==> src/rtl/multicycle_control.sv <==
// Multicycle RV32-subset control FSM: fetch/decode/execute/memory/writeback sequencing with
// memory wait timeout and sticky trap causes. Optional JAL support via MULTICYCLE_CONTROL_JAL_EN.
module multicycle_control #(
    parameter int MEM_TIMEOUT = 15
) (
    input  logic       clk,
    input  logic       rst_n,
    input  logic [6:0] opcode,
    input  logic       mem_ready,
    output logic       pc_write,
    output logic       ir_write,
    output logic       branch,
    output logic       jump,
    output logic       mem_read,
    output logic       mem_write,
    output logic       mem_to_reg,
    output logic       reg_write,
    output logic       alu_src_a,
    output logic [1:0] alu_op,
    output logic [1:0] alu_src_b,
    output logic [3:0] state,
    output logic       instr_done,
    output logic       illegal,
    output logic       timeout
);

    typedef enum logic [3:0] {
        S_IDLE   = 4'd0,
        S_FETCH  = 4'd1,
        S_DECODE = 4'd2,
        S_EXEC   = 4'd3,
        S_MEM    = 4'd4,
        S_WB     = 4'd5,
        S_BRANCH = 4'd6,
        S_TRAP   = 4'd7,
        S_JUMP   = 4'd8
    } state_t;

    localparam logic [6:0] OP_R      = 7'b0110011;
    localparam logic [6:0] OP_I      = 7'b0010011;
    localparam logic [6:0] OP_LOAD   = 7'b0000011;
    localparam logic [6:0] OP_STORE  = 7'b0100011;
    localparam logic [6:0] OP_BRANCH = 7'b1100011;
    localparam logic [6:0] OP_JAL    = 7'b1101111;

    localparam logic [1:0] ALU_ADD   = 2'b00;
    localparam logic [1:0] ALU_SUB   = 2'b01;
    localparam logic [1:0] ALU_FUNCT = 2'b10;

    localparam logic [1:0] SRC_B_RS2  = 2'b00;
    localparam logic [1:0] SRC_B_FOUR = 2'b01;
    localparam logic [1:0] SRC_B_IMM  = 2'b10;

    // The wait that would bring the counter to MEM_TIMEOUT is the last one tolerated;
    // mem_ready in that same cycle still completes the access.
    localparam logic [7:0] LAST_WAIT = 8'(MEM_TIMEOUT - 1);

    state_t     state_q;
    state_t     state_d;
    logic [6:0] opcode_q;
    logic [7:0] wait_cnt;
    logic       illegal_q;
    logic       timeout_q;
    logic       set_illegal;
    logic       set_timeout;
    logic       wait_expired;

    function automatic logic is_load(input logic [6:0] op);
        return op == OP_LOAD;
    endfunction

    function automatic logic is_store(input logic [6:0] op);
        return op == OP_STORE;
    endfunction

    function automatic logic is_mem_op(input logic [6:0] op);
        return is_load(op) || is_store(op);
    endfunction

    assign wait_expired = !mem_ready && (wait_cnt == LAST_WAIT);

    always_comb begin
        state_d     = state_q;
        set_illegal = 1'b0;
        set_timeout = 1'b0;
        pc_write    = 1'b0;
        ir_write    = 1'b0;
        branch      = 1'b0;
        jump        = 1'b0;
        mem_read    = 1'b0;
        mem_write   = 1'b0;
        mem_to_reg  = 1'b0;
        reg_write   = 1'b0;
        alu_src_a   = 1'b0;
        alu_op      = ALU_ADD;
        alu_src_b   = SRC_B_RS2;
        instr_done  = 1'b0;

        case (state_q)
            S_IDLE: begin
                state_d = S_FETCH;
            end

            S_FETCH: begin
                mem_read  = 1'b1;
                alu_src_b = SRC_B_FOUR;
                ir_write  = mem_ready;
                pc_write  = mem_ready;
                if (mem_ready) begin
                    state_d = S_DECODE;
                end else if (wait_expired) begin
                    state_d     = S_TRAP;
                    set_timeout = 1'b1;
                end
            end

            S_DECODE: begin
                // ALU precomputes PC + imm so BRANCH has its target ready.
                alu_src_b = SRC_B_IMM;
                case (opcode)
                    OP_R, OP_I, OP_LOAD, OP_STORE: state_d = S_EXEC;
                    OP_BRANCH:                     state_d = S_BRANCH;
`ifdef MULTICYCLE_CONTROL_JAL_EN
                    OP_JAL:                        state_d = S_JUMP;
`endif
                    default: begin
                        state_d     = S_TRAP;
                        set_illegal = 1'b1;
                    end
                endcase
            end

            S_EXEC: begin
                alu_src_a = 1'b1;
                if (opcode_q == OP_R) begin
                    alu_src_b = SRC_B_RS2;
                    alu_op    = ALU_FUNCT;
                end else begin
                    alu_src_b = SRC_B_IMM;
                end
                state_d = is_mem_op(opcode_q) ? S_MEM : S_WB;
            end

            S_MEM: begin
                mem_read  = is_load(opcode_q);
                mem_write = is_store(opcode_q);
                if (mem_ready) begin
                    if (is_load(opcode_q)) begin
                        state_d = S_WB;
                    end else begin
                        instr_done = 1'b1;
                        state_d    = S_FETCH;
                    end
                end else if (wait_expired) begin
                    state_d     = S_TRAP;
                    set_timeout = 1'b1;
                end
            end

            S_WB: begin
                reg_write  = 1'b1;
                mem_to_reg = is_load(opcode_q);
                instr_done = 1'b1;
                state_d    = S_FETCH;
            end

            S_BRANCH: begin
                alu_src_a  = 1'b1;
                alu_src_b  = SRC_B_RS2;
                alu_op     = ALU_SUB;
                branch     = 1'b1;
                instr_done = 1'b1;
                state_d    = S_FETCH;
            end

            S_JUMP: begin
`ifdef MULTICYCLE_CONTROL_JAL_EN
                jump       = 1'b1;
                pc_write   = 1'b1;
                reg_write  = 1'b1;
                instr_done = 1'b1;
                state_d    = S_FETCH;
`else
                // Unreachable without JAL support; fail safe into the trap.
                state_d     = S_TRAP;
                set_illegal = 1'b1;
`endif
            end

            S_TRAP: begin
                state_d = S_TRAP;
            end

            default: begin
                state_d = S_IDLE;
            end
        endcase
    end

    always_ff @(posedge clk or negedge rst_n) begin
        if (!rst_n) begin
            state_q   <= S_IDLE;
            opcode_q  <= 7'd0;
            wait_cnt  <= 8'd0;
            illegal_q <= 1'b0;
            timeout_q <= 1'b0;
        end else begin
            state_q <= state_d;
            if (state_q == S_DECODE) begin
                opcode_q <= opcode;
            end
            // Any state change clears the counter, which covers entry to FETCH and MEM.
            if (state_d != state_q) begin
                wait_cnt <= 8'd0;
            end else if ((state_q == S_FETCH || state_q == S_MEM) && !mem_ready) begin
                wait_cnt <= wait_cnt + 8'd1;
            end
            illegal_q <= illegal_q | set_illegal;
            timeout_q <= timeout_q | set_timeout;
        end
    end

    assign state   = state_q;
    assign illegal = illegal_q;
    assign timeout = timeout_q;

endmodule

==> config.mk <==
export PLATFORM = sky130hd
export DESIGN_NAME = multicycle_control
export DESIGN_NICKNAME = d
export VERILOG_FILES = /design/src/rtl/multicycle_control.sv
export SDC_FILE = /design/constraint.sdc
export NUM_CORES = 1
export LEC_CHECK = 0
export ABC_AREA = 1
export CORE_MARGIN = 3
export CORE_UTILIZATION = 50
export DETAILED_ROUTE_END_ITERATION = 8
export DONT_BUFFER_PORTS = 1
export GPL_ROUTABILITY_DRIVEN = 0
export PLACE_DENSITY = 0.68
export SYNTH_ARGS = -nofsm -noshare
export SYNTH_HDL_FRONTEND = slang
export SYNTH_SLANG_ARGS = --single-unit
export TNS_END_PERCENT = 5
==> constraint.sdc <==
create_clock -name clk -period 1.9 [get_ports clk]
set_clock_uncertainty 0.05 [all_clocks]
set_input_delay 0.095 -clock clk [delete_from_list [all_inputs] [get_ports clk]]
set_output_delay 0.095 -clock clk [all_outputs]
set_load 0.01 [all_outputs]
==> metrics <==
Seq/Total Area, Yosys=0.359; Worst Hold End=state[0]; Pre-antenna DRT Iters=4; slowest cell on the critical path=dfrtp_1; Reg clk slew, reported paths=~110 ps; post-detailed-route wirelength per cell=around 13 µm; Cell Int Power=~940 µW; RSZ-0062 raised after global routing=yes; yosys synthesis warning count=0; Fillers=237; Area Growth Syn to Fin=11.4%; final WL=3.16 mm; HPWL Detailed=2.49 mm; Comb power frac=0.525; peak supply drop=0.00128 V; crit start category=register; sequential power share=0.362; Sw Pwr=909 µW; TritonCTS buffer count=3; crit path DAT=2010 ps; Post-Synthesis Cells=205; Die H=60.1 µm; synthesis-stage register bit count=21; critical path required time=slightly above 2000 ps; Synth area leaders=dfrtp_1 36%, nand2_1 14%, inv_1 6.7%; n_diodes=0; vias in the first global route=1253; Worst Tran Pin Value=918 ps; P per Cell Area=1140 nW/µm²; total number of vias=about 1.3k; gr ovfl total=0; first-pass GRT wire length=5.35 mm; core area=2640 µm²; LEAKAGE=0.000824 µW; final slew viol count=0; PortBufs=0; r2r worst-path depth=9; clock share of power=0.113; max-capacitance violation count=0; Reg2Reg Setup Slack=60 ps; Critical Path Fanout Max=7; worst-path cell chain=inv_2 > nand2_2 > nor2_1 > nand3_1 > nand2_1 > nand2_1 > nand3_1 > nand3_4 > nor3_2; most common cell after layout, fill and taps aside=nand2_1; most frequent cells in the layout=56 x nand2_1, 26 x inv_1, 24 x nor2_1; Worst R2R End=wait_cnt[2]; crit-path max cell delay=510 ps; die area=3610 µm²; largest net degree at the start of global routing=22; non-filler cells, final=roughly 250; synth unique cells=26; DRC viols=0; placed cells=235; worst r2r src=state[3]; H-tree levels=1; share of the synthesized area in the top cell type=0.359; hold path depth=4; Setup Crit Path Kind=reg -> reg; final hold violation count=0; worst hold path startpoint=mem_ready; Clock Tree Buf Depth=2; Initial Utilization=0.555; worst skew pair latency=290 ps; critical path startpoint=state[3]; worst rel slew slack=0.386; area of the multi-input gates=roughly 810 µm²; status=completed; clock period minus worst slack=between 1500 and 2000 ps; Setup Fix Bufs, Post-CTS=0; io pins=30; Reg area=approximately 530 µm²; area leader, netlist=dfrtp_1; Setup violations, final=0; Net Sw Frac=0.492; # nets final=231; final instance area=1630 µm²; fmax=around 0.54 GHz; fraction of layout cells with a size suffix above 1=0.188; endpoint type of the worst setup path=register; Die X=about 60 µm; initial antenna violation count=0; Tot GR Track Use=0.196; Synth Area per Inst=7.13 µm²; Iter 0 DRT Violations=roughly 80; fin crit share=0.969; antenna viol nets, final=0; via/cell ratio=5.21; CTS tree=yes; Core Rows=18; HP Class=in -> reg; mapped cell area=~1500 µm²; Root Buffer=clkbuf_4; cell area after placement=1500 µm²; clk sinks=21
## critical path: cells and delay by family (launching register included)
family	cells	cell delay (ps)
flops	1	510
buf+inv	1	140
simple gates	8	1050
## timing repair
item,4_1_cts,5_1_grt
endpoints found under the hold margin,30,0
resized for setup,0,4
hold buffers,9,0
setup endpoints to repair,0,8
## state kept, by name, indices dropped and copies added (netlist names)
signal    flops
illegal       1
opcode_q      7
state         4
timeout       1
wait_cnt      8
## synth_stat cells (all sizes together)
library cell / number
nand2: 65
inv: 32
nor2: 32
dfrtp: 21
nand3: 14
nor3: 13
o21ai: 10
xor2: 5
buf: 3
ha: 2
xnor2: 2
a21oi: 1
and3: 1
clkbuf: 1
conb: 1
nor4: 1
o22ai: 1
## how the worst max path moves through the flow
stage	cells past startpoint	slack [ps]	end
2_1_floorplan	9	290	wait_cnt[0]
3_3_place_gp	11	90	wait_cnt[4]
5_1_grt	9	-30	wait_cnt[7]
4_1_cts	11	30	wait_cnt[2]
6_report	9	60	wait_cnt[2]
3_5_place_dp	11	70	wait_cnt[2]
## power groups by stage
stage,Sequential (µW),Clock (µW),Combinational (µW)
2_1_floorplan,667,0,743
3_3_place_gp,670,0,915
3_5_place_dp,675,0,931
4_1_cts,666,219,957
5_1_grt,690,243,1080
6_report,670,208,971
## cell families (layout without fill, tap and decap cells)
| logic type | count (synthesis) | after routing | share of synthesized area |
|---|---|---|---|
| other | 1 | 2 | 0.00256 |
| adder cells (fa/ha/maj) | 2 | 2 | 0.0171 |
| flip-flops | 21 | 21 | 0.359 |
| AND/OR/NAND/NOR | 126 | 126 | 0.437 |
| AO/OA/AOI/OAI | 12 | 12 | 0.0419 |
| buffers and inverters | 36 | 48 | 0.100 |
| XOR/XNOR | 7 | 7 | 0.0419 |
## through the flow
step	util	power, µW	setup slack [ps]	setup TNS [ps]	hold slack [ps]
after floorplan	-	1410	290	0	-251
after global placement	0.569	1580	92.1	0	-250
after detailed placement	0.569	1610	68.5	0	-250
after CTS	0.613	1840	34.6	0	21.9
after global routing	0.618	2020	-30.1	-129	41.0
final	0.618	1850	59.2	0	41.8
## layer usage
metal  vias up  global-route usage  wire length (µm)
met5         -                   0                 0
li1        658                   -                 -
met3         2              0.0518               176
met2        39               0.343              1550
met4         0              0.0475                25
met1       594               0.236              1410
## final cells by class
type,instances,share of cell area
clock buffer,4,0.0161
inverter,32,0.0737
sequential,21,0.323
tap,30,0.0230
multi-input combinational,149,0.495
timing repair buffer,12,0.0691
Power figures use the tool's default switching activity.
